`src/rtl/counter_6b.sv`:
```
// counter_6b: enabled, prescaled up-counter for the LED bank; wraps or saturates at MAX_VAL.
// Define COUNTER_6B_TC_EN to add the registered one-cycle terminal-count output tc.
module counter_6b #(
    parameter int WIDTH    = 6,
    parameter int PRESCALE = 1,
    parameter int MAX_VAL  = (2 ** WIDTH) - 1,
    parameter bit SATURATE = 1'b0
) (
    input  logic             clk,
    input  logic             rst,
    input  logic             cnt_en,
`ifdef COUNTER_6B_TC_EN
    output logic             tc,
`endif
    output logic [WIDTH-1:0] cnt
);

    localparam int              PW       = (PRESCALE > 1) ? $clog2(PRESCALE) : 1;
    localparam logic [PW-1:0]   PRE_LAST = PW'(PRESCALE - 1);
    localparam logic [WIDTH-1:0] MAX_C   = WIDTH'(MAX_VAL);

    generate
        if ((PRESCALE < 1) || (MAX_VAL >= (2 ** WIDTH))) begin : g_param_check
            $error("counter_6b: PRESCALE must be >= 1 and MAX_VAL < 2**WIDTH");
        end
    endgenerate

    logic [WIDTH-1:0] r_cnt;
    logic [PW-1:0]    r_pre;
    logic [WIDTH-1:0] w_cnt_nxt;
    logic [PW-1:0]    w_pre_nxt;
    logic             w_adv;
    logic             w_at_max;

    // Prescaler stepping and advance/wrap/saturate selection for the next count.
    always_comb begin
        w_adv     = 1'b0;
        w_pre_nxt = r_pre;
        w_cnt_nxt = r_cnt;
        w_at_max  = (r_cnt == MAX_C);
        if (cnt_en) begin
            if (r_pre == PRE_LAST) begin
                w_adv     = 1'b1;
                w_pre_nxt = {PW{1'b0}};
            end else begin
                w_pre_nxt = r_pre + PW'(1'b1);
            end
        end else begin
            w_pre_nxt = r_pre;
        end
        if (w_adv) begin
            if (!w_at_max) begin
                w_cnt_nxt = r_cnt + WIDTH'(1'b1);
            end else if (SATURATE) begin
                w_cnt_nxt = r_cnt;
            end else begin
                w_cnt_nxt = {WIDTH{1'b0}};
            end
        end else begin
            w_cnt_nxt = r_cnt;
        end
    end

    // Count and prescaler state; reset overrides enable.
    always_ff @(posedge clk) begin
        if (rst) begin
            r_cnt <= {WIDTH{1'b0}};
            r_pre <= {PW{1'b0}};
        end else begin
            r_cnt <= w_cnt_nxt;
            r_pre <= w_pre_nxt;
        end
    end

    assign cnt = r_cnt;

`ifdef COUNTER_6B_TC_EN
    logic r_tc;
    logic r_sat_done;
    logic w_tc_nxt;

    // A saturating counter only reports its first advance attempt at the limit.
    always_comb begin
        w_tc_nxt = w_adv && w_at_max && !(SATURATE && r_sat_done);
    end

    // Terminal-count pulse register and the saturate "already reported" flag.
    always_ff @(posedge clk) begin
        if (rst) begin
            r_tc       <= 1'b0;
            r_sat_done <= 1'b0;
        end else begin
            r_tc <= w_tc_nxt;
            if (w_tc_nxt) begin
                r_sat_done <= 1'b1;
            end else begin
                r_sat_done <= r_sat_done;
            end
        end
    end

    assign tc = r_tc;
`endif

endmodule

```
`config.mk`:
```
export PLATFORM = sky130hd
export DESIGN_NAME = counter_6b
export DESIGN_NICKNAME = d
export VERILOG_FILES = /design/src/rtl/counter_6b.sv
export SDC_FILE = /design/constraint.sdc
export NUM_CORES = 1
export LEC_CHECK = 0
export ABC_CLOCK_PERIOD_IN_PS = 3100
export CORE_AREA = 2 2 39 41
export CTS_BUF_LIST = sky130_fd_sc_hd__clkbuf_8
export CTS_CLUSTER_SIZE = 12
export DETAILED_ROUTE_END_ITERATION = 8
export DIE_AREA = 0 0 41 43
export GPL_ROUTABILITY_DRIVEN = 1
export GPL_TIMING_DRIVEN = 1
export PLACE_DENSITY = 0.54
export SKIP_CTS_REPAIR_TIMING = 1
export SYNTH_ARGS = -nofsm -noshare
export SYNTH_HDL_FRONTEND = slang
export SYNTH_SLANG_ARGS = --single-unit
```
`constraint.sdc`:
```
create_clock -name clk -period 3.1 [get_ports clk]
set_input_delay 0.465 -clock clk [delete_from_list [all_inputs] [get_ports clk]]
set_output_delay 0.465 -clock clk [all_outputs]
set_load 0.1 [all_outputs]
```
* Yosys cells after proc, flatten, opt, wreduce, memory -nomap -nowiden
Cells that the tools add are included.
** Storage, ports and cells
- Bits in latches :: 0
- Input bits :: 3
- Memories kept :: 0
- Logic and storage cells :: 9
- Register bits after elaboration :: 7
- Bits in writable memories :: 0
- ROM bits :: 0
** Cells by class
- Divide/modulo/power cells :: 0
- Add/subtract/negate cells :: 2
- Eq/ne operators :: 1
- Multiply operators :: 0
- Shifts and indexed selects :: 0
- Bitwise operators :: 0
- Magnitude comparators :: 0
- Mux-type cells :: 4
- Reductions and logical operators :: 0
** Operators by type and width (count)
- $add 6x1->6 const B :: 1
- $eq 6x6->1 const B :: 1
- $mux 6 :: 1
- $mux 1 :: 3
- $add 1x1->1 const B :: 1

* Depth between registers and ports, before layout
- Depth in word-level cells :: 2
- Mapped depth :: 4

* Least setup slack after synthesis
Ideal clock, no wire load.
- Kind :: register to register
- Start point :: reg r_cnt[0], in the netlist cnt[0]
- End point :: reg r_cnt[0], in the netlist cnt[0]
- Arrival :: 1.741 ns
- Setup time :: 0.121 ns
- Buffers on the path :: 0
- Path slack :: 1.238 ns
- Cell stages (with the launch flop) :: 5
- Data required time :: 2.979 ns
- Clock period less this slack :: 1.862 ns
- Cell sequence :: dfxtp_1 > ha_1 > nand4_1 > o21ai_0 > a21oi_1
** On the way
- Longest elaborated chain between the ends :: 2
- Elaborated cells between the ends (all ways) :: 3
- Those cells by class :: 1 x add/sub; 1 x eq/ne; 1 x mux
** RTL lines
- start: declaration :: line 28 : logic [WIDTH-1:0] r_cnt;
- start signal: assignment :: line 67 : r_cnt <= {WIDTH{1'b0}};
- start signal: assignment :: line 70 : r_cnt <= w_cnt_nxt;
- $add 6x1->6 / $eq 6x6->1 (equally long branches) :: line 53, 40
- $mux 6 * :: line 52 : if (!w_at_max) begin
Every way passes the cells marked *; elsewhere a longest branch is shown, timed or not.
A chain may end at the register's enable or synchronous reset.

* Worst setup path in the final report
- Start point :: in cnt_en
- End point :: reg r_cnt[5], in the netlist cnt[5]
** On the way
- Longest elaborated chain between the ends :: 1
** RTL lines
- start: declaration :: line 11 : input logic cnt_en,
- $mux 1 :: line 41 : if (cnt_en) begin
No other way between the ends.

==> results_dict.tcl <==
set metrics [dict create \
    status "finished clean" \
    critPathLaunchType "input port" \
    synth_cells 35 \
    first_pass_iters 3 \
    grt_overflow 0 \
    cts-buffers-inserted 3 \
    initial_core_util_pct 21.34 \
    pwr-share-comb_pct 17.0 \
    syn_area_um2 295.3 \
    n_fill_cell 148 \
    antennaDiodeCount 0 \
    critical_path_class "in2reg" \
    cts-root-buf "clkbuf_8" \
    clock-sinks 6 \
    fp-row-count 14 \
    final_nets 51 \
    pre_cts_ws_ps 1286 \
    cp_max_fo 8 \
    p_per_area_nw_per_um2 584.1 \
    synthTopCellsByCount "dfxtp_1 (6), nand3_1 (4), nand2_1 (3), nor2_1 (3)" \
    drt_iter0_drc 7 \
    clock_path_buffers 2 \
    ys_types 19 \
    dpl.cell_count 58 \
    yosysMostFrequentCell "dfxtp_1" \
    p_int_uw 175.0 \
    drt-total-wl_um 645 \
    hp-class "reg2reg" \
    timing.final.crit_share_pct 50.83 \
    finalWorstSetupSlack_ps 1524 \
    yosysTopAreaCellShare_pct 40.68 \
    tns_ps 0 \
    synthFlopType "dfxtp_1" \
    slew_headroom_pct 81.61 \
    fin_skew_ps 0.6609 \
    synth_edf_count 0 \
    critPathBufInv 1 \
    clkLatencyLatePin_ps 220 \
    final-setup-viol-count 0 \
    endpoint_kind "flip-flop" \
    htreeDepth 1 \
    coreArea_um2 1384 \
    final_cell_count_no_fill 61 \
    fp.dieArea_um2 1763 \
    io_buffers 8 \
    crit_chain "clkdlybuf4s50_1, nand3_1, or3_1, a31oi_1" \
    max_stage_delay_ps 610 \
    routedWlPerCell_um 10.57 \
    vias 288 \
    ys_seq_elements 6 \
    cts_tree "built" \
    power_frac_clock_pct 47.8 \
    rsz0062_at_grt "false" \
    worstPathArrival_ps 1720 \
    yosysTopAreaCell "dfxtp_1" \
    synth_area_leaders "dfxtp_1 (41%), nand3_1 (6.8%), xor2_1 (5.9%)" \
    synth_fp_nets 39 \
    ios 9 \
    hpwl_um 455.4 \
    hold_viol 0 \
    yosysSeqAreaShare_pct 40.68 \
    grt_pass1_vias 266 \
    max_freq_mhz 634.6 \
    crit_family "buffers and inverters" \
    ir_drop_uv 290.9 \
    die_h_um 43 \
    grtUsageTotal_pct 10.38 \
    p_sw_share_pct 28.07 \
    antenna_found_initial 0 \
    drv_cap 0 \
    die_w_um 41 \
    async_reset_ff_share_pct 0 \
    clk_pin_slew_ps 40 \
    worst-endpoint-required_ps 3250 \
    drc_errors 0 \
    utilization_pct 30.11 \
    power_frac_seq_pct 35.2 \
    gp_congestion 0.7590 \
    p_sw_uw 68.32 \
    holdWs_ps 546.8 \
    grt_max_degree 9 \
    largest_reg_flops 6 \
    slew_viol_final 0 \
    period_needed_ps 1576 \
    syn_avg_cell_area_um2 8.437 \
    drive_gt1_share_pct 22.22 \
    tightest_slew_ps 278.2 \
    viasPerCell 4.721 \
    leakage_nw 0.1540 \
    yosysWarnings 0 \
    crit_slowest_cell "clkdlybuf4s50_1" \
    grt_pass1_wl_um 1131 \
    postRouteAntennaNets 0 \
    syn_to_final_growth_pct 41.10 \
]
==> per-stage QoR <==
stage | total power [mW] | cell area (um^2)
2_1_floorplan | 0.1182 | 295.3
3_3_place_gp | 0.1283 | 375.4
3_5_place_dp | 0.1285 | 375.4
4_1_cts | 0.2464 | 416.7
5_1_grt | 0.2548 | 416.7
6_report | 0.2433 | 416.7
==> power groups by stage <==
stage,logic (mW),clock network (mW),registers (mW)
after detailed placement,0.0417,0,0.0868
final,0.0414,0.116,0.0857
after floorplan,0.00824,0,0.110
after global placement,0.0414,0,0.0869
after global routing,0.0437,0.124,0.0866
after CTS,0.0419,0.119,0.0858
==> kinds of logic after synthesis <==
logic type	Yosys count	share of synthesized area, %
xor+xnor	2	5.933
compound gates	4	7.623
mux	1	3.390
buf+inv	2	2.963
flops	6	40.68
simple gates	19	35.17
fa+ha+maj	1	4.237
==> cell type report <==
| class | instances | area [um^2] | area share [%] |
|---|---|---|---|
| Tap cell | 16 | 20.02 | 4.805 |
| Timing Repair Buffer | 8 | 65.06 | 15.62 |
| Inverter | 1 | 3.754 | 0.9009 |
| Sequential cell | 6 | 120.1 | 28.83 |
| Multi-Input combinational cell | 27 | 166.4 | 39.94 |
| Clock buffer | 3 | 41.29 | 9.910 |
==> final timing paths <==
path         startpoint  endpoint  slack [ps]  cells after the start
max reg2reg      cnt[0]    cnt[0]        1890                      4
min reg2reg      cnt[5]    cnt[5]         550                      2
max              cnt_en    cnt[5]        1520                      4
min              cnt[5]    cnt[5]         550                      2
==> worst min-delay path, stage by stage (launching register included) <==
cell     delay, ps
dfxtp_1        340
nand2_1         70
a31oi_1         70
==> layer usage <==
metal	wire (um)	part of all wire, %	global-route usage [%]
met1	296	46	11.40
met2	280	43	12.81
met3	43	6.7	6.283
met4	25	3.9	10.00
met5	0	0	0
==> layout by cell type (no fill, tap or decap) <==
| master | netlist | layout |
|---|---|---|
| dfxtp_1 | 6 | 6 |
| buf_4 | 0 | 6 |
| nand3_1 | 4 | 4 |
| nand2_1 | 3 | 3 |
| nor2_1 | 3 | 3 |
| clkbuf_8 | 0 | 3 |
| a31oi_1 | 2 | 2 |
| nand4_1 | 2 | 2 |
| xor2_1 | 2 | 2 |
| nand2b_1 | 2 | 2 |
| clkdlybuf4s50_1 | 0 | 2 |
| nand3_2 | 1 | 1 |
| or3_1 | 1 | 1 |
| or3b_1 | 1 | 1 |
| mux2i_1 | 1 | 1 |
| nor3_1 | 1 | 1 |
| inv_1 | 1 | 1 |
| nor2b_1 | 1 | 1 |
| o21ai_0 | 1 | 1 |
| a21oi_1 | 1 | 1 |
| ha_1 | 1 | 1 |
(Power assumes the default switching activity.)
